===== config.mk =====
export PLATFORM = sky130hd
export DESIGN_NAME = mem_lsu_flat
export DESIGN_NICKNAME = d
export VERILOG_FILES = /design/src/rtl/mem_lsu_pkg.sv /design/src/rtl/mem_lsu_if.sv /design/src/rtl/mem_lane_align.sv /design/src/rtl/mem_lsu.sv /design/src/flat_wrapper.sv
export SDC_FILE = /design/constraint.sdc
export NUM_CORES = 1
export LEC_CHECK = 0
export BUFFER_PORTS_ARGS = -buffer_cell sky130_fd_sc_hd__buf_4
export CAP_MARGIN = 20
export CORE_AREA = 2 2 149 151
export CTS_CLUSTER_SIZE = 20
export DETAILED_ROUTE_END_ITERATION = 8
export DIE_AREA = 0 0 151 153
export GPL_TIMING_DRIVEN = 0
export PLACE_DENSITY = 0.64
export SLEW_MARGIN = 20
export SYNTH_ARGS = -nofsm -noshare
export SYNTH_HDL_FRONTEND = slang
export SYNTH_HIERARCHICAL = 1
export SYNTH_SLANG_ARGS = --single-unit

===== constraint.sdc =====
create_clock -name clk -period 2.44 [get_ports clk]
set_clock_uncertainty 0.1 [all_clocks]
set_input_delay 0 -clock clk [delete_from_list [all_inputs] [get_ports clk]]
set_output_delay 0 -clock clk [all_outputs]
set_load 0.01 [all_outputs]

===== src/rtl/mem_lsu_pkg.sv =====
// mem_lsu_pkg: shared widths, ALU operation codes, FSM states and helpers for the
// MEM-stage load/store unit (mem_lsu, mem_lane_align, mem_lsu_if).
// Optional feature macro used by the unit: MEM_LLSC_EN (LL/SC link bit).
package mem_lsu_pkg;

  localparam int unsigned REG_W      = 32;
  localparam int unsigned REG_ADDR_W = 5;
  localparam int unsigned ALUOP_W    = 8;
  localparam int unsigned SEL_W      = 4;
  localparam int unsigned CNT_W      = 8;

  localparam logic RST_ENABLE = 1'b1;
  localparam logic STOP       = 1'b1;
  localparam logic NO_STOP    = 1'b0;

  localparam logic [ALUOP_W-1:0] EXE_NOP_OP  = 8'b0000_0000;
  localparam logic [ALUOP_W-1:0] EXE_ADDU_OP = 8'b0010_0001;
  localparam logic [ALUOP_W-1:0] EXE_LB_OP   = 8'b1110_0000;
  localparam logic [ALUOP_W-1:0] EXE_LBU_OP  = 8'b1110_0100;
  localparam logic [ALUOP_W-1:0] EXE_LH_OP   = 8'b1110_0001;
  localparam logic [ALUOP_W-1:0] EXE_LHU_OP  = 8'b1110_0101;
  localparam logic [ALUOP_W-1:0] EXE_LW_OP   = 8'b1110_0011;
  localparam logic [ALUOP_W-1:0] EXE_SB_OP   = 8'b1110_1000;
  localparam logic [ALUOP_W-1:0] EXE_SH_OP   = 8'b1110_1001;
  localparam logic [ALUOP_W-1:0] EXE_SW_OP   = 8'b1110_1011;
  localparam logic [ALUOP_W-1:0] EXE_LL_OP   = 8'b1111_0000;
  localparam logic [ALUOP_W-1:0] EXE_SC_OP   = 8'b1111_1000;

  typedef enum logic [1:0] {
    ST_IDLE = 2'd0,
    ST_REQ  = 2'd1,
    ST_DONE = 2'd2
  } lsu_state_e;

  // Request held on the data bus for the whole REQ phase
  typedef struct packed {
    logic             we;
    logic [REG_W-1:0] addr;
    logic [SEL_W-1:0] sel;
    logic [REG_W-1:0] wdata;
  } dbus_cmd_t;

  function automatic logic is_load(input logic [ALUOP_W-1:0] op);
    is_load = (op == EXE_LB_OP) || (op == EXE_LBU_OP) || (op == EXE_LH_OP) ||
              (op == EXE_LHU_OP) || (op == EXE_LW_OP) || (op == EXE_LL_OP);
  endfunction

  function automatic logic is_store(input logic [ALUOP_W-1:0] op);
    is_store = (op == EXE_SB_OP) || (op == EXE_SH_OP) || (op == EXE_SW_OP) ||
               (op == EXE_SC_OP);
  endfunction

  function automatic logic is_aligned(input logic [ALUOP_W-1:0] op, input logic [1:0] a);
    case (op)
      EXE_LH_OP, EXE_LHU_OP, EXE_SH_OP:           is_aligned = (a[0] == 1'b0);
      EXE_LW_OP, EXE_SW_OP, EXE_LL_OP, EXE_SC_OP: is_aligned = (a == 2'b00);
      default:                                    is_aligned = 1'b1;
    endcase
  endfunction

endpackage


===== src/rtl/mem_lsu_if.sv =====
// mem_lsu_if: req/ack data bus between the load/store unit (master) and memory (slave).
//   dbus_req/we/addr/sel/wdata : master -> slave, held stable while dbus_req is high
//   dbus_rdata/dbus_ack        : slave -> master, rdata valid with the 1-cycle ack pulse
interface mem_lsu_if;
  import mem_lsu_pkg::*;

  logic             dbus_req;
  logic             dbus_we;
  logic [REG_W-1:0] dbus_addr;
  logic [SEL_W-1:0] dbus_sel;
  logic [REG_W-1:0] dbus_wdata;
  logic [REG_W-1:0] dbus_rdata;
  logic             dbus_ack;

  modport master (
    output dbus_req, dbus_we, dbus_addr, dbus_sel, dbus_wdata,
    input  dbus_rdata, dbus_ack
  );

  modport slave (
    input  dbus_req, dbus_we, dbus_addr, dbus_sel, dbus_wdata,
    output dbus_rdata, dbus_ack
  );
endinterface


===== src/rtl/mem_lane_align.sv =====
// mem_lane_align: big-endian byte-lane steering for loads and stores (combinational).
//   addr_lo_i   : effective address bits [1:0]
//   aluop_i     : load/store subtype
//   reg2_i      : store data (rt)
//   rdata_i     : raw bus read data
//   sel_o       : byte-lane enables
//   wdata_o     : store data replicated across lanes
//   rdata_ext_o : selected lane(s), sign- or zero-extended
module mem_lane_align
  import mem_lsu_pkg::*;
(
  input  logic [1:0]         addr_lo_i,
  input  logic [ALUOP_W-1:0] aluop_i,
  input  logic [REG_W-1:0]   reg2_i,
  input  logic [REG_W-1:0]   rdata_i,
  output logic [SEL_W-1:0]   sel_o,
  output logic [REG_W-1:0]   wdata_o,
  output logic [REG_W-1:0]   rdata_ext_o
);

  logic [7:0]  lane_b;
  logic [15:0] lane_h;

  // Address 0 is the most significant lane
  always_comb begin
    lane_b = 8'h00;
    case (addr_lo_i)
      2'b00:   lane_b = rdata_i[31:24];
      2'b01:   lane_b = rdata_i[23:16];
      2'b10:   lane_b = rdata_i[15:8];
      default: lane_b = rdata_i[7:0];
    endcase
    lane_h = addr_lo_i[1] ? rdata_i[15:0] : rdata_i[31:16];
  end

  always_comb begin
    sel_o       = '0;
    wdata_o     = reg2_i;
    rdata_ext_o = rdata_i;
    case (aluop_i)
      EXE_LB_OP, EXE_LBU_OP, EXE_SB_OP: begin
        sel_o       = SEL_W'(4'b1000 >> addr_lo_i);
        wdata_o     = {4{reg2_i[7:0]}};
        rdata_ext_o = (aluop_i == EXE_LB_OP) ? {{24{lane_b[7]}}, lane_b} : {24'h0, lane_b};
      end
      EXE_LH_OP, EXE_LHU_OP, EXE_SH_OP: begin
        sel_o       = addr_lo_i[1] ? 4'b0011 : 4'b1100;
        wdata_o     = {2{reg2_i[15:0]}};
        rdata_ext_o = (aluop_i == EXE_LH_OP) ? {{16{lane_h[15]}}, lane_h} : {16'h0, lane_h};
      end
      EXE_LW_OP, EXE_LL_OP, EXE_SW_OP, EXE_SC_OP: begin
        sel_o = 4'b1111;
      end
      default: ;
    endcase
  end

endmodule


===== src/rtl/mem_lsu.sv =====
// mem_lsu: MEM-stage load/store unit. Runs byte/half/word accesses on a req/ack bus,
// stalls the pipeline while an access is outstanding, and drives the MEM/WB inputs.
// Non-memory instructions pass straight through. Reset is synchronous, active-high.
//   clk, rst            : clock, synchronous reset
//   mem_*               : EX/MEM register outputs (wd, wreg, wdata, hi, lo, whilo, aluop, mem_addr, reg2)
//   wb_*                : MEM/WB register inputs
//   stallreq_mem        : pipeline freeze request (combinational)
//   exc_adel/ades/buserr: 1-cycle exception pulses
//   llbit_clr           : link-bit clear (only with MEM_LLSC_EN)
//   dbus                : data bus master port
// Build option: define MEM_LLSC_EN for LL/SC link-bit tracking; otherwise LL acts as LW
// and SC as SW that always reports success.
module mem_lsu
  import mem_lsu_pkg::*;
#(
  parameter int unsigned ACK_TIMEOUT = 255
) (
  input  logic                  clk,
  input  logic                  rst,
  input  logic [REG_ADDR_W-1:0] mem_wd,
  input  logic                  mem_wreg,
  input  logic [REG_W-1:0]      mem_wdata,
  input  logic [REG_W-1:0]      mem_hi,
  input  logic [REG_W-1:0]      mem_lo,
  input  logic                  mem_whilo,
  input  logic [ALUOP_W-1:0]    mem_aluop,
  input  logic [REG_W-1:0]      mem_mem_addr,
  input  logic [REG_W-1:0]      mem_reg2,
  output logic [REG_ADDR_W-1:0] wb_wd,
  output logic                  wb_wreg,
  output logic [REG_W-1:0]      wb_wdata,
  output logic [REG_W-1:0]      wb_hi,
  output logic [REG_W-1:0]      wb_lo,
  output logic                  wb_whilo,
  output logic                  stallreq_mem,
  output logic                  exc_adel,
  output logic                  exc_ades,
  output logic                  exc_buserr,
`ifdef MEM_LLSC_EN
  input  logic                  llbit_clr,
`endif
  mem_lsu_if.master             dbus
);

  lsu_state_e       state_q, state_d;
  logic [CNT_W-1:0] cnt_q, cnt_d;
  dbus_cmd_t        cmd_q, cmd_d;
  logic [REG_W-1:0] rdata_q, rdata_d;
  logic             buserr_q, buserr_d;

  logic             op_load, op_store, op_sc, op_aligned, sc_fail;
  logic [SEL_W-1:0] lane_sel;
  logic [REG_W-1:0] lane_wdata, lane_rdata;

`ifdef MEM_LLSC_EN
  logic llbit_q, llbit_d;
  assign sc_fail = op_sc & ~llbit_q;
`else
  assign sc_fail = 1'b0;
`endif

  assign op_load    = is_load(mem_aluop);
  assign op_store   = is_store(mem_aluop);
  assign op_sc      = (mem_aluop == EXE_SC_OP);
  assign op_aligned = is_aligned(mem_aluop, mem_mem_addr[1:0]);

  mem_lane_align u_lane_align (
    .addr_lo_i   (mem_mem_addr[1:0]),
    .aluop_i     (mem_aluop),
    .reg2_i      (mem_reg2),
    .rdata_i     (dbus.dbus_rdata),
    .sel_o       (lane_sel),
    .wdata_o     (lane_wdata),
    .rdata_ext_o (lane_rdata)
  );

  // Bus request comes from registers so it stays stable for the whole REQ phase
  assign dbus.dbus_req   = (state_q == ST_REQ);
  assign dbus.dbus_we    = cmd_q.we;
  assign dbus.dbus_addr  = cmd_q.addr;
  assign dbus.dbus_sel   = cmd_q.sel;
  assign dbus.dbus_wdata = cmd_q.wdata;

  always_ff @(posedge clk) begin
    if (rst == RST_ENABLE) begin
      state_q  <= ST_IDLE;
      cnt_q    <= '0;
      cmd_q    <= '0;
      rdata_q  <= '0;
      buserr_q <= 1'b0;
    end else begin
      state_q  <= state_d;
      cnt_q    <= cnt_d;
      cmd_q    <= cmd_d;
      rdata_q  <= rdata_d;
      buserr_q <= buserr_d;
    end
  end

`ifdef MEM_LLSC_EN
  always_ff @(posedge clk) begin
    if (rst == RST_ENABLE) llbit_q <= 1'b0;
    else                   llbit_q <= llbit_d;
  end
`endif

  // Next state, bus command and MEM/WB outputs
  always_comb begin
    state_d      = state_q;
    cnt_d        = '0;
    cmd_d        = cmd_q;
    rdata_d      = rdata_q;
    buserr_d     = 1'b0;
    wb_wd        = mem_wd;
    wb_wreg      = mem_wreg;
    wb_wdata     = mem_wdata;
    wb_hi        = mem_hi;
    wb_lo        = mem_lo;
    wb_whilo     = mem_whilo;
    stallreq_mem = NO_STOP;
    exc_adel     = 1'b0;
    exc_ades     = 1'b0;
    exc_buserr   = 1'b0;
`ifdef MEM_LLSC_EN
    llbit_d      = llbit_q;
`endif

    case (state_q)
      ST_IDLE: begin
        cmd_d = '0;
        if (op_load || op_store) begin
          if (!op_aligned) begin
            exc_adel = op_load;
            exc_ades = op_store;
            wb_wreg  = 1'b0;
          end else if (sc_fail) begin
            // Lost reservation: report failure without touching the bus
            wb_wdata = '0;
            wb_wreg  = 1'b1;
          end else begin
            stallreq_mem = STOP;
            wb_wreg      = 1'b0;
            wb_whilo     = 1'b0;
            cmd_d.we     = op_store;
            cmd_d.addr   = {mem_mem_addr[REG_W-1:2], 2'b00};
            cmd_d.sel    = lane_sel;
            cmd_d.wdata  = lane_wdata;
            state_d      = ST_REQ;
          end
        end
      end

      ST_REQ: begin
        stallreq_mem = STOP;
        wb_wreg      = 1'b0;
        wb_whilo     = 1'b0;
        cnt_d        = cnt_q + CNT_W'(1);
        if (dbus.dbus_ack) begin
          rdata_d = lane_rdata;
          cnt_d   = '0;
          cmd_d   = '0;
          state_d = ST_DONE;
`ifdef MEM_LLSC_EN
          if (mem_aluop == EXE_LL_OP) llbit_d = 1'b1;
          if (op_sc)                  llbit_d = 1'b0;
`endif
        end else if (cnt_d == CNT_W'(ACK_TIMEOUT)) begin
          buserr_d = 1'b1;
          cnt_d    = '0;
          cmd_d    = '0;
          state_d  = ST_DONE;
        end
      end

      ST_DONE: begin
        // EX/MEM still holds the same instruction, so decode it again for writeback
        exc_buserr = buserr_q;
        state_d    = ST_IDLE;
        cmd_d      = '0;
        if (op_load) begin
          wb_wdata = rdata_q;
          wb_wreg  = mem_wreg & ~buserr_q;
        end else begin
          wb_wdata = op_sc ? REG_W'(1) : mem_wdata;
          wb_wreg  = op_sc & mem_wreg & ~buserr_q;
        end
      end

      default: state_d = ST_IDLE;
    endcase

`ifdef MEM_LLSC_EN
    if (llbit_clr) llbit_d = 1'b0;
`endif

    if (rst == RST_ENABLE) begin
      wb_wd        = '0;
      wb_wreg      = 1'b0;
      wb_wdata     = '0;
      wb_hi        = '0;
      wb_lo        = '0;
      wb_whilo     = 1'b0;
      stallreq_mem = NO_STOP;
      exc_adel     = 1'b0;
      exc_ades     = 1'b0;
      exc_buserr   = 1'b0;
    end
  end

endmodule


===== src/flat_wrapper.sv =====
// flat-port wrapper written by rule: the top's interface ports become plain ports
module mem_lsu_flat import mem_lsu_pkg::*;
#(
  parameter int unsigned ACK_TIMEOUT = 255
)
  (clk, rst, mem_wd, mem_wreg, mem_wdata, mem_hi, mem_lo, mem_whilo, mem_aluop, mem_mem_addr, mem_reg2, wb_wd, wb_wreg, wb_wdata, wb_hi, wb_lo, wb_whilo, stallreq_mem, exc_adel, exc_ades, exc_buserr, dbus_dbus_req, dbus_dbus_we, dbus_dbus_addr, dbus_dbus_sel, dbus_dbus_wdata, dbus_dbus_rdata, dbus_dbus_ack);
  mem_lsu_if dbus_i ();
  input  logic clk;
  input  logic rst;
  input  logic [REG_ADDR_W-1:0] mem_wd;
  input  logic mem_wreg;
  input  logic [REG_W-1:0] mem_wdata;
  input  logic [REG_W-1:0] mem_hi;
  input  logic [REG_W-1:0] mem_lo;
  input  logic mem_whilo;
  input  logic [ALUOP_W-1:0] mem_aluop;
  input  logic [REG_W-1:0] mem_mem_addr;
  input  logic [REG_W-1:0] mem_reg2;
  output logic [REG_ADDR_W-1:0] wb_wd;
  output logic wb_wreg;
  output logic [REG_W-1:0] wb_wdata;
  output logic [REG_W-1:0] wb_hi;
  output logic [REG_W-1:0] wb_lo;
  output logic wb_whilo;
  output logic stallreq_mem;
  output logic exc_adel;
  output logic exc_ades;
  output logic exc_buserr;
  output wire logic [$bits(dbus_i.dbus_req)-1:0] dbus_dbus_req;
  output wire logic [$bits(dbus_i.dbus_we)-1:0] dbus_dbus_we;
  output wire logic [$bits(dbus_i.dbus_addr)-1:0] dbus_dbus_addr;
  output wire logic [$bits(dbus_i.dbus_sel)-1:0] dbus_dbus_sel;
  output wire logic [$bits(dbus_i.dbus_wdata)-1:0] dbus_dbus_wdata;
  input wire logic [$bits(dbus_i.dbus_rdata)-1:0] dbus_dbus_rdata;
  input wire logic [$bits(dbus_i.dbus_ack)-1:0] dbus_dbus_ack;
  assign dbus_dbus_req = dbus_i.dbus_req;
  assign dbus_dbus_we = dbus_i.dbus_we;
  assign dbus_dbus_addr = dbus_i.dbus_addr;
  assign dbus_dbus_sel = dbus_i.dbus_sel;
  assign dbus_dbus_wdata = dbus_i.dbus_wdata;
  assign dbus_i.dbus_rdata = dbus_dbus_rdata;
  assign dbus_i.dbus_ack = dbus_dbus_ack;
  mem_lsu #(.ACK_TIMEOUT(ACK_TIMEOUT)) u_core (.clk(clk), .rst(rst), .mem_wd(mem_wd), .mem_wreg(mem_wreg), .mem_wdata(mem_wdata), .mem_hi(mem_hi), .mem_lo(mem_lo), .mem_whilo(mem_whilo), .mem_aluop(mem_aluop), .mem_mem_addr(mem_mem_addr), .mem_reg2(mem_reg2), .wb_wd(wb_wd), .wb_wreg(wb_wreg), .wb_wdata(wb_wdata), .wb_hi(wb_hi), .wb_lo(wb_lo), .wb_whilo(wb_whilo), .stallreq_mem(stallreq_mem), .exc_adel(exc_adel), .exc_ades(exc_ades), .exc_buserr(exc_buserr), .dbus(dbus_i));
endmodule

==> impl_metrics.yaml <==
run_status:
  status: "finished clean"
logic_synthesis:
  avgSynthCellArea_um2: 8.78
  synthCells: 695
  synth_seq_cells: 110
  yosys.area.top_type: "dfxtp_1"
  ys_types: 62
  synth_xor_area_frac: 0.00718
  seq_area_frac_synth: 0.361
  yosysWarnings: 6
  ys_async_sr_fraction: 0
  ys.flop_type: "dfxtp_1"
  synth_compound_area_frac: 0.289
  synthAdderAreaFrac: 0.0144
  synth_top_area_share: 0.361
  synth_edf_count: 0
  synth_area_leaders: "dfxtp_1, a22o_1, nor2b_1"
  muxShareOfSynthArea: 0.0685
  synth_area_mm2: 0.00610
  yosys.area_share.simple: 0.199
  synth_top_family_by_area: "compound AO/OA/AOI/OAI gates"
clock_tree:
  htree_num_levels: 3
  clock_sinks: 110
  cts_buffers: 9
  root_buffer: "clkbuf_16"
  tritoncts: "done"
  path_clk_slew_ns: 0.08
  clock_path_buffers: 2
  worstSkewPairLatency_ns: 0.36
timing:
  fin_setup_tns_ns: 0
  holdWs_ns: 0.00883
  period_minus_slack_ns: 2.34
  tightest_slew_ns: 1.02
  clock.fmax_mhz: 427
  setup_viol: 0
  rsz0062_at_grt: "true"
  final-hold-violation-count: 0
  finalCritPeriodShare: 0.959
  drv_slew: 0
  slew_headroom: 0.320
setup_path:
  cp-start-kind: "flop"
  end_kind: "flop"
  ff2ff_path_depth: 11
  critPathRequiredTime_ns: 2.59
  critical_path_class: "reg2reg"
  cp.arrival_ns: 2.49
  critPathMaxFanout: 10
placed_design:
  gp_congestion: 0.837
  io_buffers: 384
  hpwl_um: 19800
detailed_routing:
  routedWlPerCell_um: 17.5
  drtPass1Iterations: 7
  ant_nets: 0
  drcViolationCount: 0
  vias: 7325
  drtIter0Drc: 457
  wirelength_um: 25900
  viasPerCell: 4.95
floorplanning:
  die_area_mm2: 0.0231
  core_area_mm2: 0.0215
  fp.dieH_um: 153
  boundaryPins: 387
  initial_core_util: 0.284
  die_w_um: 151
  rows: 54
job:
  cap_violations: 0
layout:
  drive_above_1_share: 0.395
  fin_util: 0.502
  final_nets: 1410
  syn_to_final_growth_pct: 76.7
  nFillCells: 2058
power:
  ir_drop_mv: 0.299
  p_per_area_mw_per_mm2: 413
  leakagePower_nw: 4.73
  power.total_mw: 4.46
global_routing:
  grtUsageTotal: 0.213
  grt_pass1_wl_um: 38500
  antenna_found_initial: 2
  grt_overflow: 0
  grt_start_max_net_pins: 22
  grt_pass1_vias: 7164
worst_hold_path:
  hold-path-cell-count: 5
  hold_path.class: "in2reg"
-- through the flow --
stage,area (µm²),cells,setup WS [ns]
floorplan,6110,696,0.145
global placement,9340,1360,-0.438
detailed placement,9340,1360,-0.439
CTS,10700,1476,0.0173
global route,10800,1478,-0.0121
finish,10800,1479,0.100
-- power breakdown --
group | internal [mW] | leakage, nW | switching (mW)
Clock | 0.832 | 0.155 | 0.782
Combinational | 0.606 | 3.68 | 0.425
Sequential | 1.81 | 0.888 | 0.00839
-- sequential cells by signal, indices dropped and copies added, names as in the netlist --
register and cells:
u_core/dbus.dbus_sel 4, u_core/state_q 2, u_core/cnt_q 8, u_core/dbus.dbus_wdata 32
u_core/dbus.dbus_we 1, u_core/dbus.dbus_addr 30, u_core/buserr_q 1, u_core/rdata_q 32
-- Yosys cell counts (9+ instances only) --
master / n
dfxtp_1: 110
nor2b_1: 74
a31oi_1: 10
mux2i_1: 20
nor2_1: 17
nor3_1: 13
clkbuf_1: 43
o2bb2ai_1: 16
nand2_1: 75
a21oi_1: 45
mux2_2: 18
buf_4: 15
o221ai_1: 9
a22o_1: 97
-- worst max-delay path, cell delays in order (launching register included) --
cell and delay, ns:
dfxtp_4 0.38, inv_1 0.04, ha_1 0.19, and3_4 0.18, nor4b_2 0.15, a31oi_2 0.21
o21a_1 0.21, nor4_4 0.04, buf_4 0.16, buf_8 0.14, buf_4 0.17, a22o_1 0.23
-- cell families after synthesis --
kind of cell,count (synthesis)
buffers and inverters,78
AND/OR/NAND/NOR,227
XOR/XNOR,5
multiplexers,39
AO/OA/AOI/OAI,228
adder cells (fa/ha/maj),7
flip-flops,110
other,1
-- path summary, 6_finish.rpt --
| path | to | startpoint | slack [ns] |
|---|---|---|---|
| setup / recovery | u_core/dbus.dbus_addr[4]$_SDFFE_PP0P_ | u_core/cnt_q[0]$_SDFF_PP0_ | 0.1 |
| hold / removal | u_core/rdata_q[7]$_SDFFE_PP0P_ | dbus_dbus_rdata[7] | 0.009 |
| setup reg to reg | u_core/dbus.dbus_addr[4]$_SDFFE_PP0P_ | u_core/cnt_q[0]$_SDFF_PP0_ | 0.1 |
| hold reg to reg | u_core/rdata_q[22]$_SDFFE_PP0P_ | u_core/rdata_q[22]$_SDFFE_PP0P_ | 0.36 |
-- placed cells by master, fill, tap and decap left out, types with 11 or more instances in the layout --
cell type	count
a21oi_1	44
clkbuf_1	33
mux2_2	18
nor2b_1	74
nor3_1	11
mux2i_1	20
nor2_1	16
o2bb2ai_1	16
buf_4	400
dlygate4sd3_1	99
nand2_1	75
a22o_1	97
dfxtp_1	108
-- layout make-up --
class / count / area, µm² / share of cell area
plain buffers: 71 / 384 / 0.0356
repair buffers: 486 / 3900 / 0.361
diodes: 1 / 2.50 / 0.000232
multi-input cells: 508 / 3590 / 0.333
well taps: 280 / 350 / 0.0325
clock buffers: 9 / 225 / 0.0209
inverters: 7 / 26.3 / 0.00244
flip-flops and latches: 110 / 2210 / 0.205
clock inverters: 7 / 101 / 0.00940
-- what timing repair did --
action	in CTS	in global routing
hold endpoints to repair	94	0
pin swaps	1	2
hold buffers	99	0
endpoints found under the setup margin	96	92
gates cloned	0	0
resized for setup	16	23
setup buffers	1	2
-- routing by layer --
layer,global-route usage,up-vias,routed length [µm]
met5,0,-,30
met3,0.0490,40,1910
met2,0.369,286,12700
met4,0.0708,4,658
li1,-,3580,-
met1,0.257,3415,10500
Note: power is estimated with default switching activity, not from simulation.
